**src/rtl/spi_pkg.sv**
```systemverilog
// Shared definitions for the SPI mode-0 register-file master: state
// encoding, frame geometry, register word addresses and frame packing.
package spi_pkg;

    typedef enum logic [2:0] {
        S_IDLE  = 3'd0,
        S_SETUP = 3'd1,
        S_SHIFT = 3'd2,
        S_HOLD  = 3'd3,
        S_GAP   = 3'd4
    } state_e;

    localparam int FRAME_BITS = 40;
    localparam int CMD_BITS   = 8;
    localparam int DATA_BITS  = 32;
    localparam int RW_BIT     = 39;

    // Register word addresses (byte address >> 2) in the FPGA register file
    localparam logic [6:0] ADDR_MOT_LEFT   = 7'd1;
    localparam logic [6:0] ADDR_MOT_RIGHT  = 7'd2;
    localparam logic [6:0] ADDR_LASER_A    = 7'd3;
    localparam logic [6:0] ADDR_LASER_B    = 7'd4;
    localparam logic [6:0] ADDR_POS_BEACON = 7'd5;
    localparam logic [6:0] ADDR_NEG_BEACON = 7'd6;
    localparam logic [6:0] ADDR_NTIKZ      = 7'd7;

    // Command byte is {rw, addr}; reads carry an all-zero data field
    function automatic logic [FRAME_BITS-1:0] build_frame(
        input logic                 rw,
        input logic [6:0]           addr,
        input logic [DATA_BITS-1:0] wdata
    );
        logic [DATA_BITS-1:0] data_s;
        data_s = rw ? wdata : {DATA_BITS{1'b0}};
        return {rw, addr, data_s};
    endfunction

endpackage

```
**src/rtl/spi_master_tick_gen.sv**
```systemverilog
// Half-period tick generator for SCLK. The counter is held at zero while
// disabled so every shift phase starts with a full half-period.
module spi_tick_gen #(
    parameter int CLK_DIV = 25
) (
    input  logic clk,
    input  logic reset,
    input  logic en,
    output logic tick
);

    localparam logic [7:0] DIV_LAST = 8'(CLK_DIV - 1);

    logic [7:0] cnt_q;
    logic [7:0] cnt_d;

    // Next count: wrap at the last cycle of each half-period, clear when idle
    always_comb begin
        cnt_d = cnt_q;
        if (!en) begin
            cnt_d = 8'd0;
        end else if (cnt_q == DIV_LAST) begin
            cnt_d = 8'd0;
        end else begin
            cnt_d = cnt_q + 8'd1;
        end
    end

    // Counter register with synchronous reset
    always_ff @(posedge clk) begin
        if (reset) begin
            cnt_q <= 8'd0;
        end else begin
            cnt_q <= cnt_d;
        end
    end

    assign tick = en && (cnt_q == DIV_LAST);

endmodule

```
**src/rtl/spi_master.sv**
```systemverilog
// SPI mode-0 master issuing one 40-bit frame ({rw, addr, data}, MSB first)
// per accepted start. All SPI pins and handshake outputs come from flops.
module spi_master
    import spi_pkg::*;
#(
    parameter int CLK_DIV  = 25,
    parameter int CS_SETUP = 4,
    parameter int CS_HOLD  = 4,
    parameter int GAP      = 8
) (
    input  logic        clk,
    input  logic        reset,
    input  logic        start,
    input  logic        rw,
    input  logic [6:0]  addr,
    input  logic [31:0] wdata,
    output logic        busy,
    output logic        done,
    output logic [31:0] rdata,
    output logic        spi_clk,
    output logic        spi_cs,
    output logic        spi_mosi,
    input  logic        spi_miso
);

    localparam logic [15:0] SETUP_LAST = 16'(CS_SETUP - 1);
    localparam logic [15:0] HOLD_LAST  = 16'(CS_HOLD - 1);
    // The done cycle is already the first CS-high cycle and the IDLE cycle
    // the last, so GAP state itself lasts GAP-1 cycles.
    localparam logic [15:0] GAP_LAST   = 16'((GAP >= 2) ? (GAP - 2) : 0);
    localparam logic [5:0]  LAST_BIT   = 6'(FRAME_BITS - 1);

    state_e         state_q, state_d;
    logic [15:0]    cnt_q, cnt_d;
    logic [5:0]     bit_cnt_q, bit_cnt_d;
    logic [39:0]    tx_sr_q, tx_sr_d;
    logic [31:0]    rx_sr_q, rx_sr_d;
    logic [31:0]    rdata_q, rdata_d;
    logic           sclk_q, sclk_d;
    logic           cs_q, cs_d;
    logic           mosi_q, mosi_d;
    logic           busy_q, busy_d;
    logic           done_q, done_d;
    logic           shift_en_s;
    logic           tick_s;
    logic [39:0]    frame_s;

    assign shift_en_s = (state_q == S_SHIFT);
    assign frame_s    = build_frame(rw, addr, wdata);

    spi_tick_gen #(
        .CLK_DIV (CLK_DIV)
    ) u_tick_gen (
        .clk   (clk),
        .reset (reset),
        .en    (shift_en_s),
        .tick  (tick_s)
    );

    // State register
    always_ff @(posedge clk) begin
        if (reset) begin
            state_q <= S_IDLE;
        end else begin
            state_q <= state_d;
        end
    end

    // Next-state logic
    always_comb begin
        state_d = state_q;
        case (state_q)
            S_IDLE: begin
                if (start) state_d = S_SETUP;
                else       state_d = S_IDLE;
            end
            S_SETUP: begin
                if (cnt_q == SETUP_LAST) state_d = S_SHIFT;
                else                     state_d = S_SETUP;
            end
            S_SHIFT: begin
                if (tick_s && sclk_q && (bit_cnt_q == LAST_BIT)) state_d = S_HOLD;
                else                                             state_d = S_SHIFT;
            end
            S_HOLD: begin
                if (cnt_q == HOLD_LAST) state_d = S_GAP;
                else                    state_d = S_HOLD;
            end
            S_GAP: begin
                if (cnt_q == GAP_LAST) state_d = S_IDLE;
                else                   state_d = S_GAP;
            end
            default: state_d = S_IDLE;
        endcase
    end

    // Datapath and output values for each state
    always_comb begin
        cnt_d     = cnt_q;
        bit_cnt_d = bit_cnt_q;
        tx_sr_d   = tx_sr_q;
        rx_sr_d   = rx_sr_q;
        rdata_d   = rdata_q;
        sclk_d    = sclk_q;
        cs_d      = cs_q;
        mosi_d    = mosi_q;
        busy_d    = busy_q;
        done_d    = 1'b0;
        case (state_q)
            S_IDLE: begin
                cnt_d     = 16'd0;
                bit_cnt_d = 6'd0;
                if (start) begin
                    tx_sr_d = frame_s;
                    mosi_d  = frame_s[RW_BIT];
                    cs_d    = 1'b0;
                    busy_d  = 1'b1;
                end else begin
                    busy_d  = 1'b0;
                end
            end
            S_SETUP: begin
                if (cnt_q == SETUP_LAST) cnt_d = 16'd0;
                else                     cnt_d = cnt_q + 16'd1;
            end
            S_SHIFT: begin
                if (tick_s) begin
                    if (!sclk_q) begin
                        // Rising edge: slave data has been stable a full clk
                        sclk_d  = 1'b1;
                        rx_sr_d = {rx_sr_q[30:0], spi_miso};
                    end else begin
                        sclk_d = 1'b0;
                        if (bit_cnt_q != LAST_BIT) begin
                            tx_sr_d   = {tx_sr_q[38:0], 1'b0};
                            mosi_d    = tx_sr_q[38];
                            bit_cnt_d = bit_cnt_q + 6'd1;
                        end else begin
                            bit_cnt_d = 6'd0;
                        end
                    end
                end else begin
                    sclk_d = sclk_q;
                end
            end
            S_HOLD: begin
                if (cnt_q == HOLD_LAST) begin
                    cnt_d   = 16'd0;
                    cs_d    = 1'b1;
                    rdata_d = rx_sr_q;
                    done_d  = 1'b1;
                end else begin
                    cnt_d   = cnt_q + 16'd1;
                end
            end
            S_GAP: begin
                if (cnt_q == GAP_LAST) begin
                    cnt_d  = 16'd0;
                    busy_d = 1'b0;
                end else begin
                    cnt_d  = cnt_q + 16'd1;
                end
            end
            default: begin
                cnt_d  = 16'd0;
                cs_d   = 1'b1;
                sclk_d = 1'b0;
                busy_d = 1'b0;
            end
        endcase
    end

    // Datapath registers; reset abandons any frame without a done pulse
    always_ff @(posedge clk) begin
        if (reset) begin
            cnt_q     <= 16'd0;
            bit_cnt_q <= 6'd0;
            tx_sr_q   <= 40'd0;
            rx_sr_q   <= 32'd0;
            rdata_q   <= 32'd0;
            sclk_q    <= 1'b0;
            cs_q      <= 1'b1;
            mosi_q    <= 1'b0;
            busy_q    <= 1'b0;
            done_q    <= 1'b0;
        end else begin
            cnt_q     <= cnt_d;
            bit_cnt_q <= bit_cnt_d;
            tx_sr_q   <= tx_sr_d;
            rx_sr_q   <= rx_sr_d;
            rdata_q   <= rdata_d;
            sclk_q    <= sclk_d;
            cs_q      <= cs_d;
            mosi_q    <= mosi_d;
            busy_q    <= busy_d;
            done_q    <= done_d;
        end
    end

    assign busy     = busy_q;
    assign done     = done_q;
    assign rdata    = rdata_q;
    assign spi_clk  = sclk_q;
    assign spi_cs   = cs_q;
    assign spi_mosi = mosi_q;

endmodule

```
**config.mk**
```make
export PLATFORM = sky130hd
export DESIGN_NAME = spi_master
export DESIGN_NICKNAME = d
export VERILOG_FILES = /design/src/rtl/spi_pkg.sv /design/src/rtl/spi_master_tick_gen.sv /design/src/rtl/spi_master.sv
export SDC_FILE = /design/constraint.sdc
export NUM_CORES = 1
export LEC_CHECK = 0
export ABC_AREA = 1
export CORE_MARGIN = 4
export CORE_UTILIZATION = 52
export CTS_BUF_LIST = sky130_fd_sc_hd__clkbuf_8
export DETAILED_ROUTE_END_ITERATION = 8
export GPL_TIMING_DRIVEN = 1
export PLACE_DENSITY = 0.75
export SYNTH_ARGS = -nofsm -noshare
export SYNTH_HDL_FRONTEND = slang
export SYNTH_SLANG_ARGS = --single-unit
```
**constraint.sdc**
```tcl
create_clock -name clk -period 1.75 [get_ports clk]
set_clock_uncertainty 0.15 [all_clocks]
set_input_delay 0.35 -clock clk [delete_from_list [all_inputs] [get_ports clk]]
set_output_delay 0.35 -clock clk [all_outputs]
set_load 0.005 [all_outputs]
```
==> out/results.txt <==
CP endpoint kind -> flip-flop
RR Endpoint -> tx_sr_q[30]
fin crit period -> 1810 ps
initial core utilization -> 0.529
Core Util, Final -> 0.682
WL/cell -> 12.9 microns
CTS H-tree depth -> 4
commonest non-fill, non-tap cell in the layout -> nand2_1
Die Wd -> 121 microns
period utilisation layout -> 1.03
Crit path largest cell delay -> 350 ps
hold_buf cts -> 0
Die Footprint -> 0.0147 sq mm
Tot GR Track Use -> 0.205
status -> finished with violations
maximum clock frequency -> 0.553 GHz
Reg power frac -> 0.495
clock sink total -> 141
final setup violating endpoints -> 23
worst slew pin tran -> 401 ps
Layout Cells excl Fill -> 1247
Clk pin slew, worst setup/hold paths -> 90 ps
failing checks -> negative setup slack
Routed WL -> 16100 microns
grt total ovfl -> 0
DR vias/cell -> 4.99
worst path required time -> 1940 ps
CTS tree -> yes
vias in the first global route -> 5526
Die H -> 121 microns
GP Congestion -> 0.819
Crit path max-delay family -> simple AND/OR/NAND/NOR gates
PnR worst setup slack -> -58.0 ps
Layout area overhead -> 28.9%
CTS Buf Count -> 17
hold path depth -> 2
Buf/Inv on CP -> 3
Core ar. -> 0.0126 sq mm
PortBufs -> 80
Yosys warning count -> 0
largest net degree at the start of global routing -> 67
Top Ports -> 81
reg-to-reg slack, setup -> -60 ps
syn_area_per_cell -> 6.89 sq um
first-pass GRT wire length -> 24800 microns
internal power -> 5.06 mW
Layout Nets -> 1111
via count -> 6223
r2r worst-path depth -> 10
antenna violations before repair -> 0
relative max-transition margin -> 0.730
CTS root buf -> clkbuf_8
Comb power frac -> 0.127
hold path start -> rdata[22]
Seq/Total Area, Yosys -> 0.424
Max Cap Viol -> 0
FF+latch count, synth -> 141
number of DRC markers in iteration 0 -> 394
most used cell, CP -> nor2_1
dpl hpwl -> 9160 microns
Pleak -> 3.82 nW
clock tree buffer depth -> 2
pwr/cell area -> 793 mW/mm^2
synth unique cells -> 30
Critical Path Fanout Max -> 6
synthesized cell area -> 0.00665 sq mm
RSZ-0062 raised after global routing -> yes
Core Rows -> 41
synthesized netlist cell count -> 966
CP Class -> flip-flop to flip-flop
crit path launch type -> flip-flop
Reg2Reg Launch Point -> bit_cnt_q[0]
Slowest-stage cell, CP -> dfxtp_2
Hold Path Sink -> rdata[22]
commonest non-fill, non-tap cells in the layout -> nand2_1 (195), nor2_1 (155), dfxtp_1 (127), inv_1 (105), nand3_1 (88)
worst hold path type -> flip-flop to flip-flop
antenna violation net count after detailed routing -> 0
Skew-Pair Late Insertion Delay -> 460 ps
Ant. Diodes -> 0
cell taking the most area after synthesis -> dfxtp_1
Fillers -> 1062
VDD IR max -> 0.597 mV
placed cell count -> 1198
P_sw -> 1.74 mW
Critical Path, Cell by Cell -> ha_2 > nand2_1 > inv_2 > nand3_4 > o21bai_4 > nor2_4 > buf_12 > clkbuf_16 > nor2_1 > nor2_1
Critical Path AT -> 2000 ps
Switching Fraction -> 0.255
top cell type's share of synthesized area -> 0.424
Detailed Routing Iterations Pass 1 -> 6
Synth area leaders -> dfxtp_1 (42%), nand2_1 (11%), nor2_1 (9.2%)
Multi-input gate area -> 0.00319 sq mm
final hold vios -> 0
clock share of power -> 0.378
Storage cell area -> 0.00284 sq mm
synthesized net count -> 1015
# DRC -> 0
Max Slew Vio Count -> 0
layout cell share with drive strength beyond 1 -> 0.140
## cells by family (layout without fill, tap and decap cells)
family | Yosys count | after routing | synth area share
buffers and inverters | 166 | 275 | 0.119
DFF | 141 | 141 | 0.424
and+or+nand+nor | 492 | 492 | 0.318
AOI/OAI and AO/OA | 154 | 154 | 0.119
adders and majority gates | 5 | 5 | 0.00940
xor gates and xnor gates | 8 | 8 | 0.0105
## cell type report
type,instances,area share
multi-input combinational,659,0.372
timing repair buffer,134,0.178
tap,172,0.0251
inverter,109,0.0486
clock buffer,19,0.0305
sequential,141,0.331
clock inverter,13,0.0147
## timing repair
action	CTS	global route
setup endpoints to repair	70	125
gates resized for setup	50	64
gates cloned	0	13
pin swaps	0	12
setup buffers	0	4
## cells in the mapped netlist
cell type / n
nor2_4: 6
buf_2: 20
buf_6: 15
inv_4: 1
nor3b_1: 1
o21bai_2: 1
dfxtp_1: 141
nor3_1: 6
nand2_1: 199
clkbuf_1: 15
xor2_1: 8
buf_4: 4
nand4_1: 9
nand2_4: 3
ha_1: 5
nand3_2: 1
inv_1: 106
nor2_2: 3
buf_1: 2
nor2_1: 163
buf_8: 1
o21ai_1: 11
a211oi_1: 1
o21ai_0: 59
a21oi_1: 80
o21ai_2: 1
a21oi_4: 1
nand3_4: 2
inv_2: 2
nand3_1: 99
## worst reg2reg max path, stage by stage (launching register included)
cell	delay (ps)
dfxtp_2	350
ha_2	180
nand2_1	90
inv_2	90
nand3_4	110
o21bai_4	180
nor2_4	60
buf_12	140
clkbuf_16	150
nor2_1	120
nor2_1	70
## sequential cells by signal, indices dropped and copies added, names as in the netlist
register	flops
bit_cnt_q	6
busy	1
cnt_q	16
done	1
rdata	32
rx_sr_q	32
spi_clk	1
spi_cs	1
spi_mosi	1
state_q	3
tx_sr_q	39
u_tick_gen.cnt_q	8
## metal layers
metal / vias up / share of wire / GRT usage
met5: - / 0 / 0
met2: 149 / 0.47 / 0.327
li1: 3255 / - / -
met1: 2786 / 0.46 / 0.266
met3: 33 / 0.051 / 0.0592
met4: 0 / 0.019 / 0.0708
## power by group through the flow
stage	clock network (mW)	logic, mW	registers (mW)
global route	2.75	0.952	3.38
global placement	0	0.668	3.43
detailed placement	0	0.680	3.44
finish	2.57	0.864	3.37
floorplan	0	0.453	3.43
CTS	2.61	0.681	3.36
## through the flow
stage	setup TNS, ps	hold slack (ps)	cell area (sq um)	power, mW	setup slack, ps
after floorplan	0	269	6650	3.88	71.6
after global placement	-3230	281	7740	4.10	-86.4
after detailed placement	-4020	285	7740	4.12	-115
after CTS	0	295	8100	6.65	5.67
after global routing	-3950	305	8580	7.08	-132
final	-340	291	8580	6.80	-58.0
## worst max-delay path by stage
stage,startpoint,slack (ps),end,depth (start not counted)
after floorplan,u_tick_gen.cnt_q[0],70,tx_sr_q[32],10
after global placement,start,-90,spi_mosi,7
after detailed placement,start,-120,tx_sr_q[20],7
after CTS,bit_cnt_q[0],6,tx_sr_q[20],10
after global routing,u_tick_gen.cnt_q[0],-130,tx_sr_q[31],11
final,bit_cnt_q[0],-60,tx_sr_q[30],10
(Power assumes the default switching activity.)
